===== config.mk =====
export PLATFORM = sky130hd
export DESIGN_NAME = pipeline_ctrl_flat
export DESIGN_NICKNAME = d
export VERILOG_FILES = /design/src/rtl/pipeline_ctrl_pkg.sv /design/src/rtl/pipeline_ctrl_if.sv /design/src/rtl/exec_latency_cnt.sv /design/src/rtl/pipeline_ctrl.sv /design/src/flat_wrapper.sv
export SDC_FILE = /design/constraint.sdc
export NUM_CORES = 1
export LEC_CHECK = 0
export CAP_MARGIN = 20
export CELL_PAD_IN_SITES_DETAIL_PLACEMENT = 1
export CELL_PAD_IN_SITES_GLOBAL_PLACEMENT = 1
export CORE_MARGIN = 2
export CORE_UTILIZATION = 25
export CTS_CLUSTER_SIZE = 10
export DETAILED_ROUTE_END_ITERATION = 6
export PLACE_DENSITY = 0.76
export SLEW_MARGIN = 15
export SYNTH_ARGS = -nofsm -noshare
export SYNTH_HDL_FRONTEND = slang
export SYNTH_SLANG_ARGS = --single-unit

===== constraint.sdc =====
create_clock -name clk -period 1.8 [get_ports clk]
set_clock_uncertainty 0.1 [all_clocks]
set_input_delay 0.18 -clock clk [delete_from_list [all_inputs] [get_ports clk]]
set_output_delay 0.18 -clock clk [all_outputs]
set_load 0.005 [all_outputs]

===== src/rtl/pipeline_ctrl_pkg.sv =====
// Shared types for the FD/DE/EW pipeline sequencer: run modes, register update codes
// and default widths.
package pipeline_ctrl_pkg;

  typedef enum logic [1:0] {
    IDLE = 2'd0,
    LOAD = 2'd1,
    EXEC = 2'd2,
    STOP = 2'd3
  } run_mode_t;

  typedef enum logic [1:0] {
    UPD_HOLD  = 2'b00,
    UPD_ADV   = 2'b01,
    UPD_CLEAR = 2'b10
  } upd_t;

  localparam int LAT_W_DEF  = 5;
  localparam int PERF_W_DEF = 32;

endpackage


===== src/rtl/pipeline_ctrl_if.sv =====
// Control bundle between the pipeline sequencer (master) and the FD/DE/EW datapath (slave).
// Optional performance counters appear only when PIPE_PERF_EN is defined.
interface pipeline_ctrl_if
  import pipeline_ctrl_pkg::*;
#(
  parameter int LAT_W = LAT_W_DEF
`ifdef PIPE_PERF_EN
  , parameter int PERF_W = PERF_W_DEF
`endif
) ();

  logic             aa_received;
  logic             load_done;
  logic             aa_sent;
  logic [LAT_W-1:0] de_wait_time;
  logic             de_stop;
  logic             uart_busy;
  logic             d_hazard;
  logic             npc_stall;

  run_mode_t        mode;
  upd_t             fd_update;
  upd_t             de_update;
  upd_t             ew_update;
  logic             exec_done;
  logic             e_start;
  logic [LAT_W-1:0] latency;

`ifdef PIPE_PERF_EN
  logic [PERF_W-1:0] perf_cycles;
  logic [PERF_W-1:0] perf_stalls;
  logic [PERF_W-1:0] perf_retired;
`endif

  modport master (
    input  aa_received, load_done, aa_sent, de_wait_time, de_stop,
           uart_busy, d_hazard, npc_stall,
    output mode, fd_update, de_update, ew_update, exec_done, e_start, latency
`ifdef PIPE_PERF_EN
    , output perf_cycles, perf_stalls, perf_retired
`endif
  );

  modport slave (
    output aa_received, load_done, aa_sent, de_wait_time, de_stop,
           uart_busy, d_hazard, npc_stall,
    input  mode, fd_update, de_update, ew_update, exec_done, e_start, latency
`ifdef PIPE_PERF_EN
    , input perf_cycles, perf_stalls, perf_retired
`endif
  );

endinterface


===== src/rtl/exec_latency_cnt.sv =====
// Multi-cycle execute latency counter for the instruction in DE, plus the retire
// compare that produces exec_done.
module exec_latency_cnt #(
  parameter int LAT_W = 5
) (
  input  logic             clk,
  input  logic             rst,
  input  logic             in_exec,
  input  logic [LAT_W-1:0] wait_time,
  input  logic             uart_busy,
  output logic [LAT_W-1:0] latency,
  output logic             exec_done
);

  // ">=" rather than "==" so a wait_time that drops below the count cannot deadlock
  assign exec_done = in_exec & (latency >= wait_time) & ~uart_busy;

  always_ff @(posedge clk or posedge rst) begin
    if (rst) begin
      latency <= '0;
    end else if (!in_exec || exec_done) begin
      latency <= '0;
    end else if (latency < wait_time) begin
      latency <= latency + 1'b1;
    end
  end

endmodule


===== src/rtl/pipeline_ctrl.sv =====
// Central sequencer for the 3-stage FD/DE/EW pipeline: run-mode FSM, execute latency,
// per-register update codes and the execute start strobe. Optional: PIPE_PERF_EN.
module pipeline_ctrl
  import pipeline_ctrl_pkg::*;
#(
  parameter int LAT_W = LAT_W_DEF
`ifdef PIPE_PERF_EN
  , parameter int PERF_W = PERF_W_DEF
`endif
) (
  input  logic             clk,
  input  logic             rst,
  pipeline_ctrl_if.master  bus
);

  run_mode_t        mode_p1;
  logic             e_start_p1;
  logic [LAT_W-1:0] latency;
  logic             exec_done;
  upd_t             fd_upd;
  upd_t             de_upd;
  upd_t             ew_upd;

  exec_latency_cnt #(
    .LAT_W (LAT_W)
  ) u_lat (
    .clk       (clk),
    .rst       (rst),
    .in_exec   (mode_p1 == EXEC),
    .wait_time (bus.de_wait_time),
    .uart_busy (bus.uart_busy),
    .latency   (latency),
    .exec_done (exec_done)
  );

  // Stage p1: run-mode state and the execute start strobe
  always_ff @(posedge clk or posedge rst) begin
    if (rst) begin
      mode_p1    <= IDLE;
      e_start_p1 <= 1'b0;
    end else begin
      e_start_p1 <= exec_done;
      case (mode_p1)
        IDLE: if (bus.aa_received) mode_p1 <= LOAD;
        LOAD: if (bus.load_done && bus.aa_sent) mode_p1 <= EXEC;
        EXEC: if (exec_done && bus.de_stop) mode_p1 <= STOP;
        default: mode_p1 <= STOP;
      endcase
    end
  end

  // A hazard with a redirect still advances FD: the fetched pc comes from DE
  always_comb begin
    fd_upd = UPD_HOLD;
    de_upd = UPD_HOLD;
    ew_upd = UPD_HOLD;
    case (mode_p1)
      IDLE, LOAD: begin
        fd_upd = UPD_CLEAR;
        de_upd = UPD_CLEAR;
        ew_upd = UPD_CLEAR;
      end
      EXEC: begin
        if (exec_done) begin
          ew_upd = UPD_ADV;
          fd_upd = (bus.npc_stall || !bus.d_hazard) ? UPD_ADV : UPD_HOLD;
          de_upd = (bus.npc_stall || bus.d_hazard) ? UPD_CLEAR : UPD_ADV;
        end
      end
      default: ;
    endcase
  end

  assign bus.mode      = mode_p1;
  assign bus.fd_update = fd_upd;
  assign bus.de_update = de_upd;
  assign bus.ew_update = ew_upd;
  assign bus.exec_done = exec_done;
  assign bus.e_start   = e_start_p1;
  assign bus.latency   = latency;

`ifdef PIPE_PERF_EN
  logic [PERF_W-1:0] cycles_p1;
  logic [PERF_W-1:0] stalls_p1;
  logic [PERF_W-1:0] retired_p1;

  // Stage p1: performance counters, live only in EXEC so they freeze in STOP
  always_ff @(posedge clk or posedge rst) begin
    if (rst) begin
      cycles_p1  <= '0;
      stalls_p1  <= '0;
      retired_p1 <= '0;
    end else if (mode_p1 == EXEC) begin
      cycles_p1 <= cycles_p1 + 1'b1;
      if (!exec_done || bus.d_hazard)
        stalls_p1 <= stalls_p1 + 1'b1;
      if (exec_done && !bus.d_hazard && !bus.npc_stall)
        retired_p1 <= retired_p1 + 1'b1;
    end
  end

  assign bus.perf_cycles  = cycles_p1;
  assign bus.perf_stalls  = stalls_p1;
  assign bus.perf_retired = retired_p1;
`endif

endmodule


===== src/flat_wrapper.sv =====
// flat-port wrapper written by rule: the top's interface ports become plain ports
module pipeline_ctrl_flat import pipeline_ctrl_pkg::*;
#(
  parameter int LAT_W = LAT_W_DEF

)
  (clk, rst, bus_aa_received, bus_load_done, bus_aa_sent, bus_de_wait_time, bus_de_stop, bus_uart_busy, bus_d_hazard, bus_npc_stall, bus_mode, bus_fd_update, bus_de_update, bus_ew_update, bus_exec_done, bus_e_start, bus_latency);
  pipeline_ctrl_if #(.LAT_W(LAT_W)) bus_i ();
  input  logic clk;
  input  logic rst;
  input wire logic [$bits(bus_i.aa_received)-1:0] bus_aa_received;
  input wire logic [$bits(bus_i.load_done)-1:0] bus_load_done;
  input wire logic [$bits(bus_i.aa_sent)-1:0] bus_aa_sent;
  input wire logic [$bits(bus_i.de_wait_time)-1:0] bus_de_wait_time;
  input wire logic [$bits(bus_i.de_stop)-1:0] bus_de_stop;
  input wire logic [$bits(bus_i.uart_busy)-1:0] bus_uart_busy;
  input wire logic [$bits(bus_i.d_hazard)-1:0] bus_d_hazard;
  input wire logic [$bits(bus_i.npc_stall)-1:0] bus_npc_stall;
  output wire logic [$bits(bus_i.mode)-1:0] bus_mode;
  output wire logic [$bits(bus_i.fd_update)-1:0] bus_fd_update;
  output wire logic [$bits(bus_i.de_update)-1:0] bus_de_update;
  output wire logic [$bits(bus_i.ew_update)-1:0] bus_ew_update;
  output wire logic [$bits(bus_i.exec_done)-1:0] bus_exec_done;
  output wire logic [$bits(bus_i.e_start)-1:0] bus_e_start;
  output wire logic [$bits(bus_i.latency)-1:0] bus_latency;
  assign bus_i.aa_received = bus_aa_received;
  assign bus_i.load_done = bus_load_done;
  assign bus_i.aa_sent = bus_aa_sent;
  assign bus_i.de_wait_time = bus_de_wait_time;
  assign bus_i.de_stop = bus_de_stop;
  assign bus_i.uart_busy = bus_uart_busy;
  assign bus_i.d_hazard = bus_d_hazard;
  assign bus_i.npc_stall = bus_npc_stall;
  assign bus_mode = bus_i.mode;
  assign bus_fd_update = bus_i.fd_update;
  assign bus_de_update = bus_i.de_update;
  assign bus_ew_update = bus_i.ew_update;
  assign bus_exec_done = bus_i.exec_done;
  assign bus_e_start = bus_i.e_start;
  assign bus_latency = bus_i.latency;
  pipeline_ctrl #(.LAT_W(LAT_W)) u_core (.clk(clk), .rst(rst), .bus(bus_i));
endmodule

==> run_results.csv <==
group,metric,value,unit
finish,final_area,1350,um2
finish,drive_above_1_share,56.6,%
global_route,antenna_found_initial,0,
placement,dpl_cell_area,1070,um2
route,drt-total-wl,3.09,mm
critical_path,critPathLaunchType,"register",
synthesis,synth_area_per_cell,8.33,um2
synthesis,yosysSeqAreaShare,32.9,%
pwr,power_frac_comb,22.9,%
floorplanning,die_w,53.3,um
clock_network,cts.sinks,8,
timing,fin_tns_setup,-1.46,ns
clock_network,cts-root-buf,"clkbuf_4",
route,vias,806,
critical_path,crit_required,1.52,ns
placement,preCtsSetupSlack,-0.832,ns
global_route,gr-usage-met3,3.39,%
finish,diodes,0,
flow_run,drv_cap,0,
floorplanning,start_util,27.0,%
synthesis,synth-async-reset-ratio,100,%
synthesis,ys_ff_latch,8,
min_path,hold_path.class,"primary input to asynchronous set/reset pin",
timing,setup_ws,-0.285,ns
timing,slew_headroom,65.4,%
synthesis,syn-cell-area,608,um2
status,status,"finished with violations",
global_route,grt_use_met2,40.7,%
timing,worst_pin_slew,0.518,ns
global_route,grt_pass1_vias,874,
floorplanning,core,2250,um2
critical_path,cp.arrival,1.80,ns
placement,place.gp.congestion,0.813,
pwr,power,415,uW
finish,syn2layout_area_growth,122,%
synthesis,synthFlopType,"dfrtp_1",
clock_network,cts_hold_buffers,0,
global_route,gr-usage-met1,23.2,%
pwr,swShare,25.7,%
route,dr.first_iter.drc_count,10,
floorplanning,rows,17,
global_route,top_usage_layer,"met2",
clock_network,clk_path_buf_depth,2,
critical_path,crit_slowest_cell,"dfrtp_2",
floorplanning,die_h,53.3,um
clock_network,clock_latency,0.26,ns
critical_path,crit_chain,"ha_4 > nand2_4 > o21ai_4 > a21oi_4 > o31ai_1 > buf_2",
critical_path,critPathCaptureType,"output pin",
route,vias_per_cell,5.13,
clock_network,cts_made_buffers,3,
critical_path,slowest_delay,0.44,ns
route,postRouteAntennaNets,0,
pwr,peakVddDrop,0.000360,V
status,violations,"negative setup slack",
placement,io_buffers,28,
timing,grt_setup_unrepaired,"true",
critical_path,cp_max_fo,6,
pwr,p_sw,107,uW
pwr,pwr-share-seq,43.4,%
global_route,grt_max_degree,9,
global_route,grt_use_total,21.5,%
clock_network,clk_pin_slew,0.06,ns
floorplanning,io_pins,29,
route,dr.pass1.iters,4,
clock_network,cts_tree,"built",
placement,dp_hpwl,1.85,mm
timing,drv_slew,0,
pwr,p_per_area,307,nW/um2
global_route,overflow,0,
critical_path,crit_type,"register to output pin",
route,drc_errors,0,
critical_path,crit_family,"compound AO/OA/AOI/OAI gates",
pwr,p_int,308,uW
floorplanning,dieArea,2840,um2
synthesis,synth_cells,73,
global_route,grt_pass1_wl,4.28,mm
synthesis,yosysWarnings,0,
timing,max_freq,480,MHz
synthesis,synth_cell_types,23,
timing,hold_violations,0,
pwr,leakage,0.000577,uW
timing,setup_viol,8,
synthesis,synth_edf_count,0,
critical_path,critPathBufInv,1,
finish,fill_cells,255,
synthesis,synth_nets,93,
timing,post-route-period-util,116,%
clock_network,htreeDepth,1,
finish,nNetsFinal,151,
pwr,pwr-share-clk,33.7,%
timing,period_needed,2.08,ns
route,wl_per_cell,19.7,um
## synth_stat cells (2+ instances only)
library cell	instances	share of area, %
nor2b_1	2	2.1
inv_1	9	5.6
or4_1	3	3.7
nor2_1	6	3.7
o21ai_0	5	4.1
o31ai_1	4	4.9
nand2_1	5	3.1
dfrtp_1	8	33
a21oi_1	9	7.4
nand3_1	4	3.3
ha_1	6	12
## power groups by stage
stage	logic, uW	registers [uW]	clock network [uW]
after global routing	102	180	151
after floorplan	22.9	183	0
after CTS	87.1	180	142
final	95.0	180	140
after detailed placement	65.4	183	0
after global placement	62.4	183	0
## final timing paths
check,start,to,slack [ns],depth (start not counted)
setup / recovery,u_core.u_lat.latency[2],bus_de_update[1],-0.28,6
hold / removal,rst,u_core.u_lat.latency[3],0.07,2
setup reg to reg,u_core.u_lat.latency[0],u_core.u_lat.latency[2],-0.12,7
hold reg to reg,u_core.u_lat.latency[0],u_core.u_lat.latency[0],0.53,3
max in group asynchronous,rst,u_core.u_lat.latency[2],1.26,2
min in group clk,bus_load_done,u_core.bus.mode[1],0.42,3
## cell usage in the layout (no fill, tap or decap), drive strengths merged, types with 4 or more instances in the layout
cell           count
a21oi              9
buf               31
clkdlybuf4s50     20
dfrtp              8
ha                 6
inv                9
nand2              5
nand3              4
nor2               6
o21ai              5
o31ai              4
## layer usage
layer,vias to the layer above,wire length (um)
li1,381,-
met1,391,1250
met2,26,1650
met3,8,94
met4,0,96
met5,-,0
## state kept, by name, summed over array words and instances (netlist names)
signal and cells:
u_core.bus.e_start 1, u_core.bus.mode 2, u_core.u_lat.latency 5
## cell families (layout without fill, tap and decap cells)
group | Yosys count | after routing | share of synthesized area (%)
compound gates | 24 | 24 | 25.5
fa+ha+maj | 6 | 6 | 12.3
buf+inv | 10 | 66 | 6.79
flops | 8 | 8 | 32.9
simple gates | 25 | 25 | 22.4
## final cells by class
type | instances | area, um2 | area share, %
clock buffer | 3 | 22.5 | 1.67
sequential | 8 | 201 | 14.9
multi-input combinational | 55 | 589 | 43.7
timing repair buffer | 54 | 468 | 34.7
inverter | 9 | 33.8 | 2.50
tap | 28 | 35.0 | 2.60
## per-stage QoR
stage / util [%] / hold slack (ns) / cells
6_report: 59.9 / 0.0729 / 157
5_1_grt: 59.9 / 0.127 / 157
4_1_cts: 56.2 / 0.0843 / 157
3_5_place_dp: 47.3 / 0.356 / 148
3_3_place_gp: 47.3 / 0.355 / 148
2_1_floorplan: - / -0.104 / 73
## what timing repair did
action	4_1_cts	5_1_grt
resized for setup	57	19
gates cloned	0	0
endpoints found under the setup margin	11	9
buffers inserted	6	1
pin swaps	12	9
Note: power is estimated with default switching activity, not from simulation.
